--- src/rtl/control_unit.sv ---
// Hardwired fetch/decode/execute sequencer driving every datapath enable.
// One control step per clock; outputs are decoded from the state register, IR and CON.
module control_unit (
    input  logic        clk,
    input  logic        clr,
    input  logic [31:0] IR,
    input  logic        CON,
    output logic        Gra,
    output logic        Grb,
    output logic        Grc,
    output logic        Rin,
    output logic        Rout,
    output logic        BAout,
    output logic        PCin,
    output logic        PCout,
    output logic        IRin,
    output logic        Yin,
    output logic        Zin,
    output logic        Zhighout,
    output logic        Zlowout,
    output logic        MARin,
    output logic        MDRin,
    output logic        MDRout,
    output logic        HIin,
    output logic        HIout,
    output logic        LOin,
    output logic        LOout,
    output logic        Cout,
    output logic        CONin,
    output logic        OutportIn,
    output logic        InPortOut,
    output logic        Read,
    output logic        Write,
    output logic        MBIout,
    output logic [4:0]  OpCode,
    output logic        Run,
    output logic [4:0]  Step
);

    typedef enum logic [4:0] {
        S_RESET = 5'd0,
        S_T0    = 5'd1,
        S_T1    = 5'd2,
        S_T2    = 5'd3,
        S_T3    = 5'd4,
        S_T4    = 5'd5,
        S_T5    = 5'd6,
        S_T6    = 5'd7,
        S_T7    = 5'd8,
        S_HALT  = 5'd9
    } state_t;

    localparam logic [4:0] OP_LD   = 5'b00000;
    localparam logic [4:0] OP_LDI  = 5'b00001;
    localparam logic [4:0] OP_ST   = 5'b00010;
    localparam logic [4:0] OP_ADD  = 5'b00011;
    localparam logic [4:0] OP_AND  = 5'b01001;
    localparam logic [4:0] OP_OR   = 5'b01010;
    localparam logic [4:0] OP_ADDI = 5'b01011;
    localparam logic [4:0] OP_ANDI = 5'b01100;
    localparam logic [4:0] OP_ORI  = 5'b01101;
    localparam logic [4:0] OP_MUL  = 5'b01110;
    localparam logic [4:0] OP_DIV  = 5'b01111;
    localparam logic [4:0] OP_NEG  = 5'b10000;
    localparam logic [4:0] OP_NOT  = 5'b10001;
    localparam logic [4:0] OP_BRX  = 5'b10010;
    localparam logic [4:0] OP_JR   = 5'b10011;
    localparam logic [4:0] OP_JAL  = 5'b10100;
    localparam logic [4:0] OP_IN   = 5'b10101;
    localparam logic [4:0] OP_OUT  = 5'b10110;
    localparam logic [4:0] OP_MFHI = 5'b10111;
    localparam logic [4:0] OP_MFLO = 5'b11000;
    localparam logic [4:0] OP_HALT = 5'b11010;
    localparam logic [4:0] OP_INC  = 5'b11011;

    state_t     state_r;
    state_t     next_s;
    logic [4:0] op_s;
    logic       is_rr_s;
    logic       is_imm_s;
    logic       is_ldst_s;
    logic       is_negnot_s;
    logic       is_muldiv_s;
    logic [4:0] imm_op_s;
    logic       unused_ir_s;

    assign op_s        = IR[31:27];
    assign unused_ir_s = ^IR[26:0];

    // Opcode class decode shared by next-state and output logic
    always_comb begin
        is_rr_s     = (op_s >= OP_ADD) && (op_s <= OP_OR);
        is_imm_s    = (op_s == OP_ADDI) || (op_s == OP_ANDI) || (op_s == OP_ORI);
        is_ldst_s   = (op_s == OP_LD) || (op_s == OP_LDI) || (op_s == OP_ST);
        is_negnot_s = (op_s == OP_NEG) || (op_s == OP_NOT);
        is_muldiv_s = (op_s == OP_MUL) || (op_s == OP_DIV);
        if (op_s == OP_ANDI) begin
            imm_op_s = OP_AND;
        end else if (op_s == OP_ORI) begin
            imm_op_s = OP_OR;
        end else begin
            imm_op_s = OP_ADD;
        end
    end

    // State register, cleared asynchronously by clr
    always_ff @(posedge clk or posedge clr) begin
        if (clr) begin
            state_r <= S_RESET;
        end else begin
            state_r <= next_s;
        end
    end

    // Next-state: each instruction leaves its last step back to T0
    always_comb begin
        next_s = state_r;
        case (state_r)
            S_RESET: next_s = S_T0;
            S_T0:    next_s = S_T1;
            S_T1:    next_s = S_T2;
            S_T2:    next_s = S_T3;
            S_T3: begin
                if (op_s == OP_HALT) begin
                    next_s = S_HALT;
                end else if (is_rr_s || is_imm_s || is_ldst_s || is_negnot_s || is_muldiv_s
                             || (op_s == OP_BRX) || (op_s == OP_JAL)) begin
                    next_s = S_T4;
                end else begin
                    next_s = S_T0;
                end
            end
            S_T4:    next_s = (is_negnot_s || (op_s == OP_JAL)) ? S_T0 : S_T5;
            S_T5:    next_s = (is_rr_s || is_imm_s || (op_s == OP_LDI)) ? S_T0 : S_T6;
            S_T6:    next_s = (is_muldiv_s || (op_s == OP_BRX)) ? S_T0 : S_T7;
            S_T7:    next_s = S_T0;
            S_HALT:  next_s = S_HALT;
            default: next_s = S_RESET;
        endcase
    end

    assign MBIout = 1'b0;
    assign Step   = state_r;
    assign Run    = (state_r != S_RESET) && (state_r != S_HALT);

    // Control step decode: everything defaults low, each step raises its enables
    always_comb begin
        {Gra, Grb, Grc, Rin, Rout, BAout}                          = 6'b000000;
        {PCin, PCout, IRin, Yin, Zin, Zhighout, Zlowout, MARin}    = 8'h00;
        {MDRin, MDRout, HIin, HIout, LOin, LOout, Cout, CONin}     = 8'h00;
        {OutportIn, InPortOut, Read, Write}                        = 4'h0;
        OpCode = 5'b00000;
        case (state_r)
            S_T0: begin PCout = 1'b1; MARin = 1'b1; Zin = 1'b1; OpCode = OP_INC; end
            S_T1: begin Zlowout = 1'b1; PCin = 1'b1; Read = 1'b1; MDRin = 1'b1; end
            S_T2: begin MDRout = 1'b1; IRin = 1'b1; end
            S_T3: begin
                if (is_rr_s || is_imm_s) begin
                    Grb = 1'b1; Rout = 1'b1; Yin = 1'b1;
                end else if (is_ldst_s) begin
                    Grb = 1'b1; BAout = 1'b1; Yin = 1'b1;
                end else if (is_negnot_s) begin
                    Grb = 1'b1; Rout = 1'b1; Zin = 1'b1; OpCode = op_s;
                end else if (is_muldiv_s) begin
                    Gra = 1'b1; Rout = 1'b1; Yin = 1'b1;
                end else begin
                    case (op_s)
                        OP_BRX:  begin Gra = 1'b1; Rout = 1'b1; CONin = 1'b1; end
                        OP_JR:   begin Gra = 1'b1; Rout = 1'b1; PCin = 1'b1; end
                        OP_JAL:  begin PCout = 1'b1; Grb = 1'b1; Rin = 1'b1; end
                        OP_IN:   begin InPortOut = 1'b1; Gra = 1'b1; Rin = 1'b1; end
                        OP_OUT:  begin Gra = 1'b1; Rout = 1'b1; OutportIn = 1'b1; end
                        OP_MFHI: begin HIout = 1'b1; Gra = 1'b1; Rin = 1'b1; end
                        OP_MFLO: begin LOout = 1'b1; Gra = 1'b1; Rin = 1'b1; end
                        default: OpCode = 5'b00000;
                    endcase
                end
            end
            S_T4: begin
                if (is_rr_s) begin
                    Grc = 1'b1; Rout = 1'b1; Zin = 1'b1; OpCode = op_s;
                end else if (is_imm_s) begin
                    Cout = 1'b1; Zin = 1'b1; OpCode = imm_op_s;
                end else if (is_ldst_s) begin
                    Cout = 1'b1; Zin = 1'b1; OpCode = OP_ADD;
                end else if (is_negnot_s) begin
                    Zlowout = 1'b1; Gra = 1'b1; Rin = 1'b1;
                end else if (is_muldiv_s) begin
                    Grb = 1'b1; Rout = 1'b1; Zin = 1'b1; OpCode = op_s;
                end else if (op_s == OP_BRX) begin
                    PCout = 1'b1; Yin = 1'b1;
                end else if (op_s == OP_JAL) begin
                    Gra = 1'b1; Rout = 1'b1; PCin = 1'b1;
                end else begin
                    OpCode = 5'b00000;
                end
            end
            S_T5: begin
                if (is_rr_s || is_imm_s || (op_s == OP_LDI)) begin
                    Zlowout = 1'b1; Gra = 1'b1; Rin = 1'b1;
                end else if ((op_s == OP_LD) || (op_s == OP_ST)) begin
                    Zlowout = 1'b1; MARin = 1'b1;
                end else if (is_muldiv_s) begin
                    Zlowout = 1'b1; LOin = 1'b1;
                end else if (op_s == OP_BRX) begin
                    Cout = 1'b1; Zin = 1'b1; OpCode = OP_ADD;
                end else begin
                    OpCode = 5'b00000;
                end
            end
            S_T6: begin
                if (op_s == OP_LD) begin
                    Read = 1'b1; MDRin = 1'b1;
                end else if (op_s == OP_ST) begin
                    Gra = 1'b1; Rout = 1'b1; MDRin = 1'b1;
                end else if (is_muldiv_s) begin
                    Zhighout = 1'b1; HIin = 1'b1;
                end else if ((op_s == OP_BRX) && CON) begin
                    Zlowout = 1'b1; PCin = 1'b1;
                end else begin
                    OpCode = 5'b00000;
                end
            end
            S_T7: begin
                if (op_s == OP_LD) begin
                    MDRout = 1'b1; Gra = 1'b1; Rin = 1'b1;
                end else if (op_s == OP_ST) begin
                    Write = 1'b1; MDRout = 1'b1;
                end else begin
                    OpCode = 5'b00000;
                end
            end
            default: OpCode = 5'b00000;
        endcase
    end

endmodule

--- config.mk ---
export PLATFORM = sky130hd
export DESIGN_NAME = control_unit
export DESIGN_NICKNAME = d
export VERILOG_FILES = /design/src/rtl/control_unit.sv
export SDC_FILE = /design/constraint.sdc
export NUM_CORES = 1
export LEC_CHECK = 0
export ABC_CLOCK_PERIOD_IN_PS = 2050
export CAP_MARGIN = 20
export CORE_UTILIZATION = 32
export CTS_CLUSTER_SIZE = 25
export DETAILED_ROUTE_END_ITERATION = 8
export PLACE_DENSITY = 0.78
export SKIP_LAST_GASP = 1
export SLEW_MARGIN = 20
export SYNTH_ARGS = -nofsm -noshare
export SYNTH_HDL_FRONTEND = slang
export SYNTH_SLANG_ARGS = --single-unit
--- constraint.sdc ---
create_clock -name clk -period 2.05 [get_ports clk]
set_input_delay 0.41 -clock clk [delete_from_list [all_inputs] [get_ports clk]]
set_output_delay 0.41 -clock clk [all_outputs]
set_load 0.01 [all_outputs]
==> results.md <==
Final layout:
- Of the cells placed in the final design, the portion with a size suffix greater than 1 is 0.6520.
- Compared with the post-synthesis result, the final layout area differs by 133.1%.
- The antenna diode instance count is 0.
- The filler cells instantiated in the layout total 208.
- The post-layout utilization of the core is 0.7910.
- The number of flip-flops in the largest register is 4.
- The register area is between 100 and 150 sq um.
- The multi-input combinational cells in the finished layout cover a total of 1196 sq um.
- Once layout is complete, the cells apart from fillers number 317.
- For this run, the post-layout net count is 310.

Clocking:
- The maximum number of buffers from clock root to sink is 2.
- Clock latency on the worst-skew pair, taken at its later pin, is about 0.23 ns.
- TritonCTS created 3 clock buffers.
- The clock slew at the register clock pins of the worst setup and hold paths is 0.04 ns.
- TritonCTS built the clock tree.
- The number of sinks on the clock net is 4.
- The number of buffers inserted for hold repair after clock tree synthesis is 0.
- CTS built an H-tree with a depth of 1.
- The root buffer cell chosen for the clock tree is clkbuf_4.

Yosys:
- For this run, the register share of the synthesized area comes to 0.09662.
- The mean area per synthesized cell is between 6 and 7 sq um.
- The largest family of logic cells by synthesized area is simple AND/OR/NAND/NOR gates.
- The flip-flop and latch count after synthesis is 4.
- The number of synthesized flops with an enable pin is 0.
- nor2_1 is the most common cell in the netlist.
- Of the total synthesized cell area, the portion taken by XOR and XNOR cells is 0.02536.
- The fraction of synthesized area in multiplexers is 0.009662.
- The complex-gate fraction of the synthesized area is 0.3478.
- The basic-gate share of the synthesized area counting and, or, nand and nor cells is 0.4094.
- The cell type with the highest aggregate area in the netlist is dfrtp_1.
- Of the total synthesized cell area, the portion taken by full adders, half adders and majority gates is 0.009662.
- The area of the mapped netlist is around 1000 sq um.
- By count the netlist is led by 15 x nor2_1, 14 x o21ai_0, 12 x nand2_1, 12 x nand2b_1, 11 x clkbuf_1.
- The leading register cell type out of synthesis is dfrtp_1.
- The instance count of the mapped netlist is between 150 and 200.
- The async set-reset flop share out of synthesis is 1.000.
- After synthesis, the netlist uses between 50 and 60 different library cells.
- The yosys synthesis warning count is 0.
- Ranked by total cell area, the synthesized netlist is headed by dfrtp_1 9.7%, nand2b_1 7.2%, o21ai_0 6.8%, nor2_1 5.4%, a21oi_1 4.3%.
- The share of the synthesized area in the top cell type is 0.09662.

Setup path:
- The cell that appears most often on the critical path is or4_4.
- Following the worst setup path forward leads to its endpoint at MDRout.
- The launch instance of the worst register-to-register path is Step[2].
- Traced cell by cell, the critical path runs through buf_6 -> or4_4 -> or4_4 -> buf_4 -> nand2_1 -> clkdlybuf4s15_2.
- The category of the critical setup timing path is in2out.
- Counting cells, the worst reg-to-reg path comes to 10.
- The endpoint identified for the worst register-to-register timing path is Step[3].
- The timing startpoint of the critical path is IR[29].
- The worst setup path is captured at an output pin.
- The worst setup path is launched from a primary input.
- In this run the register-to-register setup slack is between 0.2 and 0.3 ns.
- The highest-delay cell along the critical path is or4_4.
- The largest driver fanout on the critical path is 2.
- The largest stage delay on the critical path is 0.53 ns.
- STA puts the critical path data required time at ~1.6 ns.
- The data arrival time at the worst-slack endpoint is roughly 1.9 ns.

Timing:
- The total negative slack is -3.143 ns.
- After layout, the worst setup slack is -0.2883 ns.
- The number of hold violations in the final report is 0.
- Setup violations remaining at the end of the flow were counted as 24.
- The final count of pins violating max slew is 0.
- The worst clock skew is ~0.0046 ns.
- In the finished design, the share of the clock period the worst path needs comes to 1.141.
- The minimum clock period after layout is between 2 and 2.5 ns.
- Static timing analysis puts the maximum clock frequency at around 430 MHz.
- Setup repair after global routing could not meet its margin everywhere.

Place:
- The worst slack after detailed placement is -1.041 ns.
- The half-perimeter wire length of the detailed placement result is approximately 3200 um.
- Routability-driven placement finished with a final weighted congestion of between 0.9 and 1.
- In this run, placement finished with an instance count of approximately 300.
- The count of input and output buffers is 43.

GRT:
- The initial antenna violation count is 0.
- The number of global-route vias before repair is 1,635.
- The largest net degree at the start of global routing is 15.
- The total overflow left after global routing is 0.
- The global-route wire length before repair is 7879 um.
- The aggregate global-route resource usage is 0.2966.

Worst hold path:
- The min-delay analysis places its worst path in the category in2async.

Power:
- Of the total power, the share spent switching nets is 0.4532.
- VDD sags by at most a little under 0.0009 V.
- The internal power consumption is about 1300 uW.
- The analysis attributes to net switching a power of 1104 uW.
- Dividing total power by cell area gives a power density of between 1000 and 1500 nW/um^2.
- For this design the static power due to leakage is approximately 0.0011 uW.
- The total power is about 2400 uW.
- The relative contribution of combinational cells to total power is 0.891.
- The sequential share of power is 0.070.
- The clock network power share is 0.039.

Drt:
- The number of detailed-route iterations in the first pass is 4.
- The wire length per cell after detailed routing is between 15 and 20 um.
- In the routed design, unresolved DRC markers number 0.
- The starting DRC count in detailed routing is 66.
- The count of nets left with antenna violations once routing finished came out at 0.
- The via density per instance is between 5 and 6.
- After detailed routing, the total wire length is roughly 6000 um.
- The routed layout has between 1,500 and 2,000 vias.

Flow run:
- The tool flagged a number of max-cap violations equal to 0.

Floorplanning:
- The die is approximately 59 um tall.
- The initial utilization of the core area, before any placement, comes to 0.3393.
- The die covers about 3500 sq um.
- The die is 58.90 um wide.
- The total I/O pin count is 73.
- The area of the placeable core is 3053 sq um.
- The number of placement rows is 20.

Run status:
- The run finished, with violations left.
- The checks that failed: setup timing.
==> cell families after synthesis <==
| kind of cell | Yosys count |
|---|---|
| other cells | 1 |
| compound gates | 53 |
| mux | 1 |
| xor+xnor | 3 |
| fa+ha+maj | 1 |
| flops | 4 |
| buf+inv | 24 |
| simple gates | 76 |
==> layer usage <==
layer	routed length, um	GRT usage
met2	2927	0.5114
met3	365	0.02857
met4	257	0.09864
met5	0	0
met1	2453	0.3855
==> per-stage QoR <==
stage	hold slack (ns)	instance area (sq um)
2_1_floorplan	0.1761	1051
3_3_place_gp	0.6030	1904
3_5_place_dp	0.6039	1904
4_1_cts	0.3630	2173
5_1_grt	0.4023	2415
6_report	0.3706	2415
==> worst min-delay path by stage <==
stage / to / slack [ns] / depth (start not counted)
after CTS: Step[2] / 0.36 / 2
after global placement: Step[0] / 0.60 / 2
final: Step[2] / 0.37 / 2
after floorplan: Step[0] / 0.18 / 1
after global routing: Step[0] / 0.40 / 2
after detailed placement: Step[1] / 0.60 / 2
==> critical path: cells and delay by family <==
| kind | cells | cell delay (ns) |
|---|---|---|
| AND/OR/NAND/NOR | 3 | 1.04 |
| buffers and inverters | 3 | 0.47 |
==> power groups by stage <==
stage	registers [uW]	logic, uW	clock network (uW)
CTS	163	1770	97.0
detailed placement	160	1610	0
global route	172	2290	104
finish	169	2170	95.5
global placement	155	1580	0
floorplan	164	670	0
==> final cells by class <==
type / instances / share of cell area
flip-flops and latches: 4 / 0.04249
repair buffers: 123 / 0.4181
clock buffers: 3 / 0.009326
multi-input cells: 136 / 0.4953
well taps: 44 / 0.02280
inverters: 7 / 0.01192
==> placed cells by master, fill, tap and decap left out, types with 5 or more instances in the layout <==
| master | instances |
|---|---|
| buf_4 | 55 |
| nor2_1 | 7 |
| inv_1 | 6 |
| a21oi_1 | 6 |
| nor2_4 | 6 |
| nand2b_4 | 6 |
| nand2_1 | 9 |
| buf_6 | 28 |
| buf_2 | 25 |
| clkdlybuf4s50_1 | 5 |
| nand3_1 | 5 |
| nand2b_1 | 6 |
| o21ai_0 | 9 |
==> repair_timing <==
action	4_1_cts	5_1_grt
resized for setup	193	61
setup endpoints to repair	32	31
gates cloned	1	0
pin swaps	21	26
setup buffers	15	10
Power figures use the tool's default switching activity.
